File: config.mk
export PLATFORM = sky130hd
export DESIGN_NAME = mac_bus_sequencer
export DESIGN_NICKNAME = d
export VERILOG_FILES = /design/src/rtl/mac_bus_sequencer.sv
export SDC_FILE = /design/constraint.sdc
export NUM_CORES = 1
export LEC_CHECK = 0
export BUFFER_PORTS_ARGS = -buffer_cell sky130_fd_sc_hd__clkbuf_2
export CORE_AREA = 4 4 88 90
export CTS_CLUSTER_DIAMETER = 120
export DETAILED_ROUTE_END_ITERATION = 6
export DIE_AREA = 0 0 92 94
export PLACE_DENSITY = 0.4
export RECOVER_POWER = 25
export SLEW_MARGIN = 20
export SYNTH_ARGS = -nofsm -noshare
export SYNTH_HDL_FRONTEND = slang
export SYNTH_SLANG_ARGS = --single-unit
File: constraint.sdc
create_clock -name clk -period 2.9 [get_ports clk]
set_clock_uncertainty 0.1 [all_clocks]
set_input_delay 0.58 -clock clk [delete_from_list [all_inputs] [get_ports clk]]
set_output_delay 0.58 -clock clk [all_outputs]
set_load 0.01 [all_outputs]
File: src/rtl/mac_bus_sequencer.sv
// Mac bus-cycle sequencer: phase counter, CPU/video slot schedule, DMA arbitration,
// /AS qualification, /DTACK and /VPA generation, and system reset stretching.
module mac_bus_sequencer #(
  parameter int          PHASE_BITS   = 3,
  parameter int          CHANNELS     = 3,
  parameter int          AS_PHASE     = 2,
  parameter int          DONE_PHASE   = 4,
  parameter int          ROM_WAIT     = 0,
  parameter logic [15:0] RESET_CYCLES = 16'hFFFF
) (
  input  logic                  clk,
  input  logic                  n_reset,
  input  logic                  soft_reset,
  input  logic                  cpu_reset_o_n,
  output logic [PHASE_BITS-1:0] bus_phase,
  output logic                  cycle_ready,
  output logic                  video_slot,
  output logic                  cpu_slot,
  input  logic [CHANNELS-1:0]   dma_req,
  output logic [CHANNELS-1:0]   dma_gnt,
  input  logic                  cpu_as_n,
  input  logic [2:0]            cpu_fc,
  input  logic                  sel_ram,
  input  logic                  sel_rom,
  input  logic                  sel_via,
  output logic                  cpu_on_video,
  output logic                  cpu_dtack_n,
  output logic                  cpu_vpa_n,
  output logic                  sys_reset_n
);

  localparam logic [PHASE_BITS-1:0] LAST_PHASE = '1;
  localparam logic [PHASE_BITS-1:0] AS_PH      = AS_PHASE[PHASE_BITS-1:0];
  localparam logic [PHASE_BITS-1:0] DONE_PH    = DONE_PHASE[PHASE_BITS-1:0];
  localparam logic [3:0]            ROM_WAIT_L = ROM_WAIT[3:0];

  logic        as_q;
  logic        rom_loaded;
  logic [3:0]  wait_cnt;
  logic [15:0] stretch_cnt;
  logic [15:0] stretch_nxt;
  logic        ram_done;
  logic        rom_done;
  logic        unmapped;

  // Fixed priority: the lowest-numbered active request wins.
  function automatic logic [CHANNELS-1:0] pick_channel(input logic [CHANNELS-1:0] req);
    logic [CHANNELS-1:0] g;
    g = '0;
    for (int i = CHANNELS - 1; i >= 0; i--) begin
      if (req[i]) begin
        g    = '0;
        g[i] = 1'b1;
      end
    end
    return g;
  endfunction

  assign cycle_ready = (bus_phase == LAST_PHASE);
  assign cpu_slot    = ~video_slot;

  // Phase counter, slot schedule and grant, all advancing on the bus-cycle boundary.
  always_ff @(posedge clk or negedge n_reset) begin
    if (!n_reset) begin
      bus_phase  <= '0;
      video_slot <= 1'b1;
      dma_gnt    <= '0;
    end else begin
      bus_phase <= bus_phase + 1'b1;
      if (cycle_ready) begin
        video_slot <= ~video_slot;
        dma_gnt    <= video_slot ? '0 : pick_channel(dma_req);
      end
    end
  end

  // /AS qualification and ROM wait-state counting.
  always_ff @(posedge clk or negedge n_reset) begin
    if (!n_reset) begin
      as_q       <= 1'b0;
      rom_loaded <= 1'b0;
      wait_cnt   <= '0;
    end else begin
      if (bus_phase == AS_PH)
        as_q <= ~cpu_as_n;
      else if (cycle_ready && cpu_as_n)
        as_q <= 1'b0;

      if (cpu_as_n) begin
        rom_loaded <= 1'b0;
        wait_cnt   <= '0;
      end else if (bus_phase == AS_PH && sel_rom && !rom_loaded) begin
        rom_loaded <= 1'b1;
        wait_cnt   <= ROM_WAIT_L;
      end else if (cycle_ready && as_q && sel_rom && wait_cnt != '0) begin
        wait_cnt <= wait_cnt - 1'b1;
      end
    end
  end

  // A reload request always overrides the countdown, even when it would reach zero.
  always_comb begin
    stretch_nxt = stretch_cnt;
    if (soft_reset || !cpu_reset_o_n)
      stretch_nxt = RESET_CYCLES;
    else if (cycle_ready && stretch_cnt != '0)
      stretch_nxt = stretch_cnt - 1'b1;
  end

  always_ff @(posedge clk or negedge n_reset) begin
    if (!n_reset) begin
      stretch_cnt <= RESET_CYCLES;
      sys_reset_n <= 1'b0;
    end else begin
      stretch_cnt <= stretch_nxt;
      sys_reset_n <= (stretch_nxt == '0);
    end
  end

  assign cpu_on_video = video_slot & (dma_gnt == '0) & as_q & sel_ram & ~cpu_as_n;

  assign ram_done = ~cpu_as_n & as_q & sel_ram & (cpu_slot | cpu_on_video) & (bus_phase >= DONE_PH);
  assign rom_done = ~cpu_as_n & as_q & sel_rom & (wait_cnt == '0) & (bus_phase >= DONE_PH);
  // Unmapped space terminates immediately so a stray access cannot hang the CPU.
  assign unmapped = ~cpu_as_n & ~sel_ram & ~sel_rom & ~sel_via;

  assign cpu_dtack_n = ~(ram_done | rom_done | unmapped);
  assign cpu_vpa_n   = (cpu_fc == 3'b111) ? 1'b0 : ~(~cpu_as_n & sel_via);

endmodule

# Word-level counts from Yosys, hierarchy flattened
# Cells that the tools add are included.
# Widths: inputs -> output; s select.
[totals]
out_inout_bits = 13
word_cells = 72
input_bits = 14
regBits = 30
[classes]
n_addsub = 3
order_cmp = 1
muxes = 14
n_reduce_logical = 18
eq_ne = 3
n_bitwise = 25
[op_table]
columns = ["operator", "n"]
rows = [
  ["$mux 16", 2],
  ["$logic_not 16->1", 1],
  ["$reduce_bool 16->1", 1],
  ["$sub 16x1->16 const B", 1],
  ["$and 1x1->1", 15],
  ["$mux 3", 4],
  ["$mux 4", 3],
  ["$logic_and 1x1->1", 7],
  ["$not 1->1", 7],
  ["$eq 3x3->1 const B", 2],
  ["$mux 1", 5],
  ["$logic_not 4->1", 1],
  ["$reduce_bool 2->1", 2],
  ["$reduce_bool 4->1", 1],
  ["$sub 4x1->4 const B", 1],
  ["$add 3x1->3 const B", 1],
  ["$eq 3x2->1 const B", 1],
  ["$ge 3x3->1 const B", 1],
  ["$logic_not 3->1", 1],
  ["$or 1x1->1", 3],
  ["$reduce_bool 3->1", 1],
  ["$logic_not 1->1", 2],
  ["$logic_or 1x1->1", 1],
]

# Logic depth before layout (Yosys ltp)
# Gate-level depths: netlist (run 1).
[depth]
word_depth = 11
ltp_mapped = 10
ltp_nobuf = 8

# Least setup slack after synthesis (run 1)
# Ideal clock, no wire load.
[synth_timing]
path_kind = "register to register"
start = "register stretch_cnt[0]"
end = "register sys_reset_n"
slack_ns = 0.166
t_arrival_ns = 2.538
period_less_slack_ns = 2.734
setup_ns = 0.096
path_stages_with_launch = 9
cell_sequence = "dfstp_2 inv_1 ha_1 nor3b_1 nand3_1 nor4_1 xnor2_1 or4b_1 nor4_2"
[synth_via]
elab_chain_cells = 5
word_cells_on_any_way = 6
cone_classes = "1 x add/sub; 2 x mux; 3 x reduce/logical"
[synth_lines]
columns = ["item", "line_no", "text"]
rows = [
  ["start, declared", "40", "logic [15:0] stretch_cnt;"],
  ["start signal, assigned", "115", "stretch_cnt <= stretch_nxt;"],
  ["parallel branches: the longest is 2 deep, another holds $sub 16x1->16", "n/a", ""],
  ["$mux 16 *", "106", "else if (cycle_ready && stretch_cnt != '0)"],
  ["$mux 16 *", "104", "if (soft_reset || !cpu_reset_o_n)"],
  ["$logic_not 16->1 *", "116", "sys_reset_n <= (stretch_nxt == '0);"],
  ["end signal, assigned", "116", ""],
  ["end, declared", "29", "output logic sys_reset_n"],
]
# Every way passes the cells marked *.
# A chain may end at the register's enable or synchronous reset.

# Worst setup path after layout (run 1)
# Same ends and word-level chain as after synthesis.

==> results of run 1 <==
==> registers in the layout, summed over array words and instances (netlist names) <==
signal	flops
stretch_cnt	16
dma_gnt	3
wait_cnt	4
video_slot	1
bus_phase	3
rom_loaded	1
sys_reset_n	1
as_q	1
==> kinds of logic after synthesis <==
family / count (synthesis) / synth area share, %
simple gates: 79 / 25.7
fa+ha+maj: 7 / 5.09
compound gates: 29 / 12.4
buf+inv: 16 / 4.22
flops: 30 / 44.9
xor+xnor: 15 / 7.64
==> critical path, stage by stage (launching register included) <==
cell	delay [ns]
dfstp_2	0.40
inv_1	0.12
ha_1	0.24
nor3b_1	0.31
nand3_1	0.16
nor4_1	0.35
xnor2_1	0.19
or4b_1	0.47
nor4_2	0.24
==> Yosys cell counts, types with 2 or more instances <==
master	number	share of area (%)
nor2_1	15	3.3
o21ai_0	6	1.7
dfrtp_1	13	19
a32oi_1	2	1.0
o21a_1	2	0.87
a21oi_1	4	1.2
xor2_1	7	3.6
or3_1	2	0.73
nor4_1	7	2.5
or2_2	2	0.73
or4b_1	2	1.2
inv_1	12	2.6
nand3_1	8	2.3
nor3_2	2	1.2
a21o_1	2	0.87
nor2b_1	2	0.73
nand2_1	23	5.0
nor3b_1	2	0.87
o41ai_1	3	1.5
nand4_1	2	0.73
ha_1	7	5.1
xnor2_1	8	4.1
dfstp_2	17	26
nor3_1	3	0.87
==> worst max path at each step <==
stage / startpoint / end / slack, ns
after floorplan: stretch_cnt[0] / sys_reset_n / 0.17
after global placement: stretch_cnt[0] / sys_reset_n / 0.25
after detailed placement: stretch_cnt[0] / sys_reset_n / 0.20
after CTS: stretch_cnt[0] / sys_reset_n / 0.17
after global routing: stretch_cnt[0] / sys_reset_n / 0.02
final: stretch_cnt[0] / sys_reset_n / 0.22
==> metrics by stage <==
step	hold WS (ns)	instance area, um^2	total power, mW	setup slack [ns]
global route	0.399	2120	0.847	0.0153
finish	0.391	2120	0.812	0.224
global placement	0.383	2010	0.464	0.247
floorplan	0.184	1720	0.439	0.166
CTS	0.298	2100	0.829	0.167
detailed placement	0.383	2010	0.464	0.204
==> where the power goes <==
part | switching (mW) | leakage [nW] | internal, mW | total, mW
sequential | 0.00112 | 0.355 | 0.421 | 0.422
clock | 0.166 | 0.0472 | 0.191 | 0.356
combinational | 0.0223 | 0.450 | 0.0113 | 0.0336
==> layer usage <==
metal | GRT usage (%) | vias to the layer above | wire (um)
li1 | - | 699 | -
met1 | 14.5 | 665 | 2100
met2 | 15.0 | 18 | 1870
met3 | 2.64 | 4 | 110
met4 | 3.34 | 0 | 48
met5 | 0 | - | 0
==> final cells by class <==
cell class / count / area [um^2]
Multi-Input combinational cell: 130 / 891
Clock buffer: 6 / 82.6
Fill cell: 783 / 4940
Timing Repair Buffer: 34 / 189
Sequential cell: 30 / 772
Tap cell: 99 / 124
Clock inverter: 2 / 12.5
Inverter: 12 / 45.0
==> impl_results.md, run 1 <==
- Die area: 8650 um^2
- Worst Hold Launch: rom_loaded
- Largest net degree at the start of global routing: 31
- Clock tree buffer depth: 2
- Via density: 4.43
- Die W: 92 um
- Final core occ: 30.0%
- Final hold vios: 0
- Worst path arrival time: 2.75 ns
- PortBufs: 26
- First-pass GRT wire length: 6.91 mm
- Post-synth EDFFs: 0
- First DRT Iteration DRCs: 90
- Pleak: 0.852 nW
- Hold WC Path Type: reg2reg
- Clk root buf: clkbuf_8
- Top_reg_cell synth: dfstp_2
- Antenna Cells: 0
- Worst slew pin tran: 1.64 ns
- Outcome: finished, violations left
- R2R setup slack: 0.22 ns
- Row count: 31
- Placed Instances: 305
- DR WL/cell: 13.2 um
- Syn_nets: 197
- Post-synthesis cell area: 1720 um^2
- Clk sink count: 30
- Number of setup buffers added after CTS: 0
- TritonCTS clock tree: built
- Syn Area/Cell: 9.78 um^2
- Register area share after synthesis: 44.9%
- GRT Total Usage: 10.2%
- Synth warnings: 0
- Share of synthesized registers carrying an async set or reset: 100%
- CP Launch Type: flip-flop
- Worst Hold Path Cells: 2
- First-pass detailed-route iteration total: 4
- Area Overhead vs Synth: 23.0%
- IO Pins: 27
- Synth cell types: 47
- Pwr Density: 384 nW/um^2
- Vias in the first global route: 1354
- Routability congestion estimate: 0.735
- Final WL: 4.13 mm
- Fin. max-slew vios: 31
- VDD IR max: 170 uV
- Layout cells sized above 1: 32.7%
- Initial Util: 24.4%
- DRC viols: 0
- Final worst-path cycle share: 92.3%
- Initial antenna violation count: 0
- Most common cell after layout, fill and taps aside: clkbuf_2
- Max Cap Viol: 1
- Failing checks: max-capacitance violations, max-slew violations
- Hold worst-path end: rom_loaded
- Final TNS setup: 0 ns
- WP data required: 2.98 ns
- CTS Buf Count: 5
- Slew headroom: -9.43%
- Post-route ant nets: 0
- Worst r2r src: stretch_cnt[0]
- Routed vias: 1386
- Cells after synthesis: 176
- Fin nets: 234
- Post-CTS Hold Buffers: 0
- Most frequent cells in the layout: clkbuf_2 (25), nand2_1 (23), dfstp_2 (17), nor2_1 (15), dfrtp_1 (13)
- FF-to-FF End: sys_reset_n
- Count of final setup violators: 0
- H-tree Lvls: 2
- CTS resizes: 0
- Overflow after GRT: 0
- Fin cells: 313
- Dpl hpwl: 3.10 mm
- Worst r2r path cells: 8
- Crit-path max FO: 5
- Number of synthesized register bits: 30
- CP endpoint kind: flip-flop
- RSZ-0062 raised after global routing: no
- Final worst path period need: 2.68 ns
- Core area: 7060 um^2
- Clock slew at reported path FFs: 0.07 ns
- DIE HEIGHT: 94 um
- Clock Latency Late Sink: 0.28 ns
- Kind of critical path: reg2reg
- Fmax: 0.374 GHz
No activity file was read; power rests on OpenSTA's default activity.
==> run 2, diff against run 1 <==
--- a/config.mk
+++ b/config.mk
@@ -6,11 +6,11 @@
 export NUM_CORES = 1
 export LEC_CHECK = 0
 export BUFFER_PORTS_ARGS = -buffer_cell sky130_fd_sc_hd__clkbuf_2
-export CORE_AREA = 4 4 88 90
-export CTS_CLUSTER_DIAMETER = 120
+export CORE_AREA = 4 4 64 66
+export CTS_CLUSTER_DIAMETER = 60
 export DETAILED_ROUTE_END_ITERATION = 6
-export DIE_AREA = 0 0 92 94
-export PLACE_DENSITY = 0.4
+export DIE_AREA = 0 0 68 70
+export PLACE_DENSITY = 0.7
 export RECOVER_POWER = 25
 export SLEW_MARGIN = 20
 export SYNTH_ARGS = -nofsm -noshare
==> impl_results.md, run 2 (synthesized netlist as in run 1, its figures left out) <==
- Cell with the largest stage delay on the worst path: dfstp_2
- Final WL: 3.94 mm (-4.6%)
- Critical path depth in cells: 8 (unchanged)
- Count of final setup violators: 0 (unchanged)
- Largest stage delay, worst path: 0.59 ns (+0.12 ns)
- First DRT Iteration DRCs: 79 (-12%)
- Routability congestion estimate: 0.874 (+19%)
- WP data required: 3.05 ns (+0.07 ns)
- Post-route ant nets: 0 (unchanged)
- Fmax: 0.358 GHz (-4.2%)
- Worst slack, placed: 0.0769 ns (-0.127 ns)
- Final worst-path cycle share: 96.4% (+4.1 points)
- Failing checks: max-capacitance violations, max-slew violations
- Multi-input gate area: 883 um^2 (-0.84%)
- Clk root buf: clkbuf_4
- Largest registers: stretch_cnt: 16 flops, wait_cnt: 4 flops
- Row count: 22 (-29%)
- Setup WS post-layout: 0.105 ns (-0.119 ns)
- Post-route cell area: 2050 um^2 (-3.3%)
- Routed vias: 1449 (+4.5%)
- Crit-path max FO: 10 (+5)
- R2R setup slack: 0.10 ns (-0.12 ns)
- GRT Total Usage: 18.6% (+8.4 points)
- Pwr Density: 440 nW/um^2 (+15%)
- TritonCTS clock tree: built
- Worst path arrival time: 2.94 ns (+0.19 ns)
- Hold WC Path Type: in2reg
- Final core occ: 57.2% (+27 points)
- FF-to-FF End: sys_reset_n
- IO Pins: 27 (unchanged)
- Largest net degree at the start of global routing: 31 (unchanged)
- Antenna Cells: 0 (unchanged)
- Number of flip-flops in the largest register: 16 (unchanged)
- CTS Buf Count: 5 (unchanged)
- Worst r2r path cells: 8 (unchanged)
- Clock slew at reported path FFs: 0.10 ns (+0.03 ns)
- Initial Util: 48.1% (+24 points)
- CP bufs+invs: 1 (unchanged)
- Clock tree buffer depth: 2 (unchanged)
- Crit path max-delay family: simple AND/OR/NAND/NOR gates
- Core area: 3580 um^2 (-49%)
- Final hold vios: 0 (unchanged)
- Fin nets: 232 (-0.85%)
- Worst slew pin tran: 1.55 ns (-0.0895 ns)
- CP Launch Type: flip-flop
- Area Overhead vs Synth: 18.9%
- Clock Latency Late Sink: 0.34 ns (+0.06 ns)
- Initial antenna violation count: 0 (unchanged)
- Final worst path period need: 2.80 ns (+0.119 ns)
- CP Capture Point: sys_reset_n
- Kind of critical path: reg2reg
- Biggest register: stretch_cnt
- Hold Slack: 0.336 ns (-0.0549 ns)
- Vias in the first global route: 1434 (+5.9%)
- FF+latch area: 772 um^2 (unchanged)
- Dpl hpwl: 2.93 mm (-5.6%)
- CP endpoint kind: flip-flop
- Clk sink count: 30 (unchanged)
- CP Cell Sequence: inv_1 -> ha_1 -> nor4b_2 -> a41o_1 -> o41ai_2 -> nand3_2 -> or4b_1 -> nor4_2
- CP startpoint: stretch_cnt[0]
- Worst Hold Path Cells: 2 (unchanged)
- Cell Area, Placed: 1930 um^2 (-3.9%)
- Layout cells sized above 1: 31.1% (-1.6 points)
- First-pass detailed-route iteration total: 4 (unchanged)
- Slew headroom: -3.47% (+6.0 points)
- Most frequent cells in the layout: clkbuf_2 (25), nand2_1 (23), dfstp_2 (17), nor2_1 (15), dfrtp_1 (13)
- First-pass GRT wire length: 6.79 mm (-1.7%)
- Most common cell after layout, fill and taps aside: clkbuf_2
- Via density: 5.57 (+26%)
- PortBufs: 26 (unchanged)
- DRC viols: 0 (unchanged)
- Fillers: 315 (-60%)
- Worst r2r src: stretch_cnt[0]
- Fin. max-slew vios: 31 (unchanged)
- DIE HEIGHT: 70 um (-26%)
- Overflow after GRT: 0 (unchanged)
- Max Cap Viol: 1 (unchanged)
- Die W: 68 um (-26%)
- VDD IR max: 320 uV (+88%)
- Die area: 4760 um^2 (-45%)
- Outcome: finished, violations left
- Pleak: 0.854 nW (+0.17%)
- H-tree Lvls: 2 (unchanged)
- DR WL/cell: 15.2 um (+15%)
run 2: power breakdown:
part           total, mW  switching, mW  internal [mW]
clock              0.445          0.153          0.292
combinational     0.0328         0.0215         0.0114
sequential         0.422        0.00119          0.421
total              0.899          0.175          0.724
run 2: worst reg2reg max path: cells and delay by family (launching register included):
kind,cells,cell delay [ns]
buffers and inverters,1,0.09
flip-flops,1,0.59
AND/OR/NAND/NOR,4,1.02
AO/OA/AOI/OAI,2,0.67
adder cells (fa/ha/maj),1,0.23
run 2: routing by layer:
metal  wire length [um]  vias to the layer above  global-route usage, %  part of all wire [%]
met2               2030                       39                   30.1                    52
met5                  0                        -                      0                     0
met3                153                        7                   3.86                   3.9
li1                   -                      699                      -                     -
met4                 66                        0                   7.28                   1.7
met1               1690                      704                   23.8                    43
run 2: layout make-up:
| class | count | share of cell area [%] |
|---|---|---|
| Multi-Input combinational cell | 130 | 43.2 |
| Sequential cell | 30 | 37.7 |
| Timing Repair Buffer | 32 | 8.50 |
| Clock inverter | 2 | 2.94 |
| Tap cell | 48 | 2.94 |
| Clock buffer | 6 | 2.51 |
| Inverter | 12 | 2.20 |
run 2: worst min path at each step:
stage | from | end | slack (ns)
after global routing | cpu_as_n | rom_loaded | 0.32
after global placement | rom_loaded | rom_loaded | 0.37
final | cpu_as_n | rom_loaded | 0.34
after detailed placement | rom_loaded | rom_loaded | 0.38
after floorplan | n_reset | as_q | 0.18
after CTS | n_reset | dma_gnt[1] | 0.19
run 2: repair_timing:
action	in CTS	in global routing
resized for setup	0	1
hold buffers	0	0
endpoints found under the setup margin	0	1
setup buffers	0	0
hold endpoints to repair	0	0
run 2: through the flow:
step | instances | setup TNS, ns | power, mW
after floorplan | 176 | 0 | 0.439
after global placement | 252 | 0 | 0.461
after detailed placement | 252 | 0 | 0.463
after CTS | 260 | 0 | 0.913
after global routing | 260 | -0.0378 | 0.934
final | 260 | 0 | 0.899
